--- src/rtl/mem_sm_bist.sv ---
// March-style BIST initiator for an sm_mem write/read port memory: writes a seeded
// address pattern, reads it back on every read port, then repeats with the pattern inverted.
module mem_sm_bist #(
  parameter int NUMRPRT = 2,
  parameter int NUMWPRT = 1,
  parameter int NUMADDR = 1024,
  parameter int BITDATA = 45,
  parameter int BITADDR = 10,
  parameter int FLOPOUT = 0
) (
  input  logic                                clk,
  input  logic                                rst,
  input  logic                                start,
  input  logic [BITDATA-1:0]                  seed,
  output logic                                busy,
  output logic                                done,
  output logic                                pass,
  output logic [15:0]                         err_cnt,
  output logic [BITADDR-1:0]                  fail_adr,
  output logic [NUMWPRT-1:0]                  sm_mem_write,
  output logic [NUMWPRT-1:0][BITADDR-1:0]     sm_mem_wr_adr,
  output logic [NUMWPRT-1:0][BITDATA-1:0]     sm_mem_din,
  output logic [NUMRPRT-1:0]                  sm_mem_read,
  output logic [NUMRPRT-1:0][BITADDR-1:0]     sm_mem_rd_adr,
  input  logic [NUMRPRT-1:0][BITDATA-1:0]     sm_mem_rd_dout,
  output logic [2:0]                          dbg_state
);

  localparam int RDLAT = FLOPOUT + 1;
  // Two spare bits so cnt+k never wraps while probing past the last address.
  localparam int CW = BITADDR + 2;

  typedef enum logic [2:0] {
    S_IDLE  = 3'd0,
    S_WR    = 3'd1,
    S_RD    = 3'd2,
    S_DRAIN = 3'd3,
    S_DONE  = 3'd4
  } state_t;

  state_t                              state_q, state_d;
  logic                                phase_q, phase_d;
  logic [CW-1:0]                       cnt_q, cnt_d;
  logic [BITDATA-1:0]                  seed_q, seed_d;
  logic [15:0]                         err_q, err_d;
  logic [BITADDR-1:0]                  fail_q, fail_d;
  logic [NUMRPRT-1:0]                  pv_q [RDLAT];
  logic [NUMRPRT-1:0]                  pv_d [RDLAT];
  logic [NUMRPRT-1:0][BITADDR-1:0]     pa_q [RDLAT];
  logic [NUMRPRT-1:0][BITADDR-1:0]     pa_d [RDLAT];
  logic [NUMRPRT-1:0][BITDATA-1:0]     pe_q [RDLAT];
  logic [NUMRPRT-1:0][BITDATA-1:0]     pe_d [RDLAT];
  logic [NUMRPRT-1:0][BITDATA-1:0]     rd_exp;
  logic [NUMRPRT-1:0]                  mism;
  logic [16:0]                         err_sum;
  logic [BITADDR-1:0]                  first_adr;
  logic                                wr_last, rd_last, dr_last, accept;

  function automatic logic [BITDATA-1:0] pat(input logic [BITDATA-1:0] s,
                                             input logic [CW-1:0] a, input logic ph);
    pat = (s ^ BITDATA'(a[BITADDR-1:0])) ^ {BITDATA{ph}};
  endfunction

  assign wr_last = (cnt_q == CW'(NUMADDR - 1));
  assign rd_last = ((cnt_q + CW'(NUMRPRT)) >= CW'(NUMADDR));
  assign dr_last = (cnt_q == CW'(RDLAT - 1));
  assign accept  = start && ((state_q == S_IDLE) || (state_q == S_DONE));

  always_ff @(posedge clk or negedge rst) begin
    if (!rst) state_q <= S_IDLE;
    else      state_q <= state_d;
  end

  always_comb begin
    state_d = state_q;
    case (state_q)
      S_IDLE, S_DONE: if (start)   state_d = S_WR;
      S_WR:           if (wr_last) state_d = S_RD;
      S_RD:           if (rd_last) state_d = S_DRAIN;
      S_DRAIN:        if (dr_last) state_d = phase_q ? S_DONE : S_WR;
      default:                     state_d = S_IDLE;
    endcase
  end

  // Memory-side strobes are decoded from flopped state/counter only; addresses
  // and data are forced to 0 whenever the matching strobe is low.
  always_comb begin
    busy          = 1'b0;
    done          = 1'b0;
    sm_mem_write  = '0;
    sm_mem_wr_adr = '0;
    sm_mem_din    = '0;
    sm_mem_read   = '0;
    sm_mem_rd_adr = '0;
    rd_exp        = '0;
    case (state_q)
      S_WR: begin
        busy             = 1'b1;
        sm_mem_write[0]  = 1'b1;
        sm_mem_wr_adr[0] = BITADDR'(cnt_q);
        sm_mem_din[0]    = pat(seed_q, cnt_q, phase_q);
      end
      S_RD: begin
        busy = 1'b1;
        for (int k = 0; k < NUMRPRT; k++) begin
          if ((cnt_q + CW'(k)) < CW'(NUMADDR)) begin
            sm_mem_read[k]   = 1'b1;
            sm_mem_rd_adr[k] = BITADDR'(cnt_q + CW'(k));
            rd_exp[k]        = pat(seed_q, cnt_q + CW'(k), phase_q);
          end
        end
      end
      S_DRAIN: busy = 1'b1;
      S_DONE:  done = 1'b1;
      default: ;
    endcase
  end

  assign pass      = done && (err_q == 16'd0);
  assign err_cnt   = err_q;
  assign fail_adr  = fail_q;
  assign dbg_state = state_q;

  always_comb begin
    cnt_d   = cnt_q;
    phase_d = phase_q;
    seed_d  = seed_q;
    case (state_q)
      S_IDLE, S_DONE: begin
        if (start) begin
          cnt_d   = '0;
          phase_d = 1'b0;
          seed_d  = seed;
        end
      end
      S_WR:    cnt_d = wr_last ? '0 : cnt_q + CW'(1);
      S_RD:    cnt_d = rd_last ? '0 : cnt_q + CW'(NUMRPRT);
      S_DRAIN: begin
        cnt_d = dr_last ? '0 : cnt_q + CW'(1);
        if (dr_last) phase_d = 1'b1;
      end
      default: ;
    endcase
  end

  // Compare pipeline: each issued read retires RDLAT edges later against dout.
  always_comb begin
    pv_d[0] = sm_mem_read;
    pa_d[0] = sm_mem_rd_adr;
    pe_d[0] = rd_exp;
    for (int i = 1; i < RDLAT; i++) begin
      pv_d[i] = pv_q[i-1];
      pa_d[i] = pa_q[i-1];
      pe_d[i] = pe_q[i-1];
    end
    for (int k = 0; k < NUMRPRT; k++)
      mism[k] = pv_q[RDLAT-1][k] && (sm_mem_rd_dout[k] !== pe_q[RDLAT-1][k]);
    err_sum   = {1'b0, err_q};
    first_adr = '0;
    // Walk downward so the lowest failing port's address is the one kept.
    for (int k = NUMRPRT - 1; k >= 0; k--) begin
      if (mism[k]) begin
        err_sum   = err_sum + 17'd1;
        first_adr = pa_q[RDLAT-1][k];
      end
    end
    err_d  = err_q;
    fail_d = fail_q;
    if (accept) begin
      err_d  = '0;
      fail_d = '0;
    end else begin
      err_d = err_sum[16] ? 16'hFFFF : err_sum[15:0];
      if ((err_q == 16'd0) && (mism != '0)) fail_d = first_adr;
    end
  end

  always_ff @(posedge clk or negedge rst) begin
    if (!rst) begin
      phase_q <= 1'b0;
      cnt_q   <= '0;
      seed_q  <= '0;
      err_q   <= '0;
      fail_q  <= '0;
      for (int i = 0; i < RDLAT; i++) begin
        pv_q[i] <= '0;
        pa_q[i] <= '0;
        pe_q[i] <= '0;
      end
    end else begin
      phase_q <= phase_d;
      cnt_q   <= cnt_d;
      seed_q  <= seed_d;
      err_q   <= err_d;
      fail_q  <= fail_d;
      for (int i = 0; i < RDLAT; i++) begin
        pv_q[i] <= pv_d[i];
        pa_q[i] <= pa_d[i];
        pe_q[i] <= pe_d[i];
      end
    end
  end

endmodule

--- config.mk ---
export PLATFORM = sky130hd
export DESIGN_NAME = mem_sm_bist
export DESIGN_NICKNAME = d
export VERILOG_FILES = /design/src/rtl/mem_sm_bist.sv
export SDC_FILE = /design/constraint.sdc
export NUM_CORES = 1
export LEC_CHECK = 0
export CAP_MARGIN = 10
export CORE_MARGIN = 2
export CORE_UTILIZATION = 45
export CTS_CLUSTER_DIAMETER = 120
export DETAILED_ROUTE_END_ITERATION = 8
export PLACE_DENSITY = 0.74
export REMOVE_ABC_BUFFERS = 1
export SLEW_MARGIN = 20
export SYNTH_ARGS = -nofsm -noshare
export SYNTH_HDL_FRONTEND = slang
export SYNTH_SLANG_ARGS = --single-unit
--- constraint.sdc ---
create_clock -name clk -period 4 [get_ports clk]
set_input_delay 0.6 -clock clk [delete_from_list [all_inputs] [get_ports clk]]
set_output_delay 0.6 -clock clk [all_outputs]
set_load 0.05 [all_outputs]
==> flow_summary.toml <==
[grt]
grt_pass1_vias = 8606
number_of_antenna_violations_at_the_first_check_in_global_routing = 3
gr-total-overflow = 0
wire_length_of_the_first_global_routing_pass_um = 47500
grt_start_max_net_pins = 103
grt_usage_pct = 25.9

[clocking]
cts_setup_buffers = 0
cts_resized = 0
htreeDepth = 4
cts-hold-fix-buffers = 0
clock_latency_ns = 0.44
tritoncts_clock_tree = "built"
cts_buffer_depth = 2
cts_sinks = 199
cts.reportedPaths.clkPinSlew_ns = 0.08
cts-root-buf = "sky130_fd_sc_hd__clkbuf_16"
tritoncts.num_buffers = 17

[route]
routed_via_density = 5.28
drt-initial-drc-count = 597
post-route-drc-count = 0
routed-via-count = 8486
antenna_left = 0
total_wire_length_um = 30100
drt-pass1-iter-count = 5
routed_wire_length_per_instance_um = 18.8

[placement]
total_half_perimeter_wirelength_after_legalization_and_detailed_placement_um = 22200
finalWeightedCongestion = 0.898
numPlacedInstances = 1572
buffer_ports.inserted = 247
placedInstanceArea_um2 = 12900

[synthesis]
synth.distinct_cells = 63
synthesis.yosys.warnings = 0
async_flop_share_pct = 100
postSynthCellCount = 1074
ys_seq_area_share_pct = 49.5
synthDominantAreaCellType = "sky130_fd_sc_hd__dfrtp_1"
synthesis.area_um2 = 10100
synth-edff-count = 0
top_cells_by_area_synth = "sky130_fd_sc_hd__dfrtp_1 50%, sky130_fd_sc_hd__xnor2_1 11%, sky130_fd_sc_hd__nor2_1 7.1%"
synthDominantCellAreaShare_pct = 49.5
synth-seq-cells = 199
ys.flop_type = "sky130_fd_sc_hd__dfrtp_1"
syn_area_per_cell_um2 = 9.37

[pwr]
p_per_area_nw_per_um2 = 638
irDropWorstVdd_v = 0.000522
power.leakage_nw = 5.96

[timing]
finalHoldViolations = 0
fmaxAchievable_mhz = 267
min_period_ns = 3.75
relSlewSlack_pct = 43.7
slew_violations = 0
final.period_utilization_pct = 93.7
setup_viol = 0
final.setup_skew_ns = 0.0140
finalSetupTns_ns = 0
worst-slew-pin-transition_ns = 0.844
grt_setup_unrepaired = "false"

[flow_run]
drv.max_cap_violation_count = 0

[setup_path]
setup.worst_path.class = "reg2out"
cp_slowest_cell = "sky130_fd_sc_hd__dfrtp_1"
slowest_delay_ns = 0.61
end_kind = "output pin"
reg2reg_slack_ns = 0.77
timing.critical_path.mode_cell = "sky130_fd_sc_hd__nand3_1"
peak_fanout_along_the_critical_path = 12
timing.critical_path.arrival_ns = 3.15
path_cells = "ha_1 -> nand3_1 -> nor3_1 -> buf_4 -> nand3_1 -> xor2_1 -> nand3_1 -> a21o_2 -> nor2_1 -> buf_4"
path_buf_inv = 2
path_delay_family = "simple AND/OR/NAND/NOR gates"
crit_start_category = "register"
worstPathRequired_ns = 3.40

[floorplan]
starting_utilization_of_the_core_area_pct = 45.9
die_boundary_width_um = 154
core_area_um2 = 21900
floorplan.rows = 54
top_level_ports = 248
die_extent_in_y_um = 154
fp.dieArea_um2 = 23600

[finish]
most-common-layout-cells = "236 x sky130_fd_sc_hd__clkdlybuf4s50_1, 198 x sky130_fd_sc_hd__dfrtp_1, 188 x sky130_fd_sc_hd__nor2_1, 166 x sky130_fd_sc_hd__nand2_1, 122 x sky130_fd_sc_hd__xnor2_1"
layout.cell_area.non_filler_um2 = 13500
areaGrowthSynthToFinish_pct = 34.3
instances_no_fill = 1606
layout_commonest_cell = "sky130_fd_sc_hd__clkdlybuf4s50_1"
drive_above_1_share_pct = 7.78
num-fill-cells = 1888
final_core_utilization_pct = 61.7
nets = 1455

[min_path]
worstHoldPathType = "in2async"

[outcome]
outcome = "complete, no violations"
## Yosys cell counts, types with 5 or more instances
library cell               instances
sky130_fd_sc_hd__a211oi_1         10
sky130_fd_sc_hd__a21oi_1          20
sky130_fd_sc_hd__a21oi_2           8
sky130_fd_sc_hd__and2_1           19
sky130_fd_sc_hd__and3_1            7
sky130_fd_sc_hd__buf_1             9
sky130_fd_sc_hd__clkbuf_1         45
sky130_fd_sc_hd__dfrtp_1         199
sky130_fd_sc_hd__ha_1              6
sky130_fd_sc_hd__inv_1            14
sky130_fd_sc_hd__mux2i_1          11
sky130_fd_sc_hd__nand2_1         167
sky130_fd_sc_hd__nand3_1          25
sky130_fd_sc_hd__nand3b_1          5
sky130_fd_sc_hd__nand4_1          30
sky130_fd_sc_hd__nor2_1          189
sky130_fd_sc_hd__nor4_1           21
sky130_fd_sc_hd__o21ai_0          24
sky130_fd_sc_hd__xnor2_1         122
sky130_fd_sc_hd__xor2_1           69
## registers in the layout, indices dropped and copies added, names as in the netlist
signal     cells
pe_q          90
seed_q        45
pa_q          20
err_cnt       16
cnt_q         12
fail_adr      10
dbg_state      3
pv_q           2
phase_q        1
## cell type report
| type | count | area (um^2) | area share (%) |
|---|---|---|---|
| diodes | 2 | 5.00 | 0.0370 |
| clock buffers | 17 | 425 | 3.15 |
| clock inverters | 15 | 171 | 1.27 |
| inverters | 14 | 52.6 | 0.389 |
| multi-input cells | 799 | 4790 | 35.4 |
| flip-flops and latches | 199 | 4980 | 36.9 |
| well taps | 280 | 350 | 2.59 |
| repair buffers | 280 | 2740 | 20.3 |
## final timing paths
path / from / to / cells after the start
max reg2reg: pe_q[60]$_DFF_PN0_ / err_cnt[1]$_DFF_PN0_ / 12
min: rst / pe_q[3]$_DFF_PN0_ / 1
max in group asynchronous: rst / pe_q[42]$_DFF_PN0_ / 2
max: cnt_q[2]$_DFFE_PN0P_ / sm_mem_rd_adr[16] / 10
min reg2reg: seed_q[2]$_DFFE_PN0P_ / seed_q[2]$_DFFE_PN0P_ / 2
min in group clk: seed_q[2]$_DFFE_PN0P_ / seed_q[2]$_DFFE_PN0P_ / 2
## metal layers
metal / vias up / global-route usage (%) / wire, um
li1: 4027 / - / -
met1: 4072 / 34.9 / 13100
met2: 335 / 41.6 / 14200
met3: 52 / 5.58 / 2080
met4: 0 / 9.44 / 798
met5: - / 0 / 0
## cell families after synthesis
| family | after synthesis | synth area share (%) |
|---|---|---|
| mux | 12 | 1.21 |
| buf+inv | 76 | 3.13 |
| flops | 199 | 49.5 |
| xor+xnor | 191 | 16.6 |
| simple gates | 490 | 21.8 |
| fa+ha+maj | 6 | 0.746 |
| compound gates | 100 | 7.02 |
## power by group
| group | internal [mW] | switching, mW | total, mW |
|---|---|---|---|
| Combinational | 1.45 | 2.65 | 4.09 |
| Sequential | 2.36 | 0.432 | 2.79 |
| Clock | 0.889 | 0.842 | 1.73 |
| Total | 4.69 | 3.92 | 8.62 |
## through the flow
stage               setup WS (ns)  hold slack (ns)  total power [mW]
global placement            0.222            0.478              6.88
floorplan                  -0.270            0.304              5.40
CTS                         0.233            0.295              8.68
global route               0.0485            0.320              9.07
detailed placement          0.130            0.482              6.92
finish                      0.252            0.257              8.62
No activity file was read; power rests on OpenSTA's default activity.
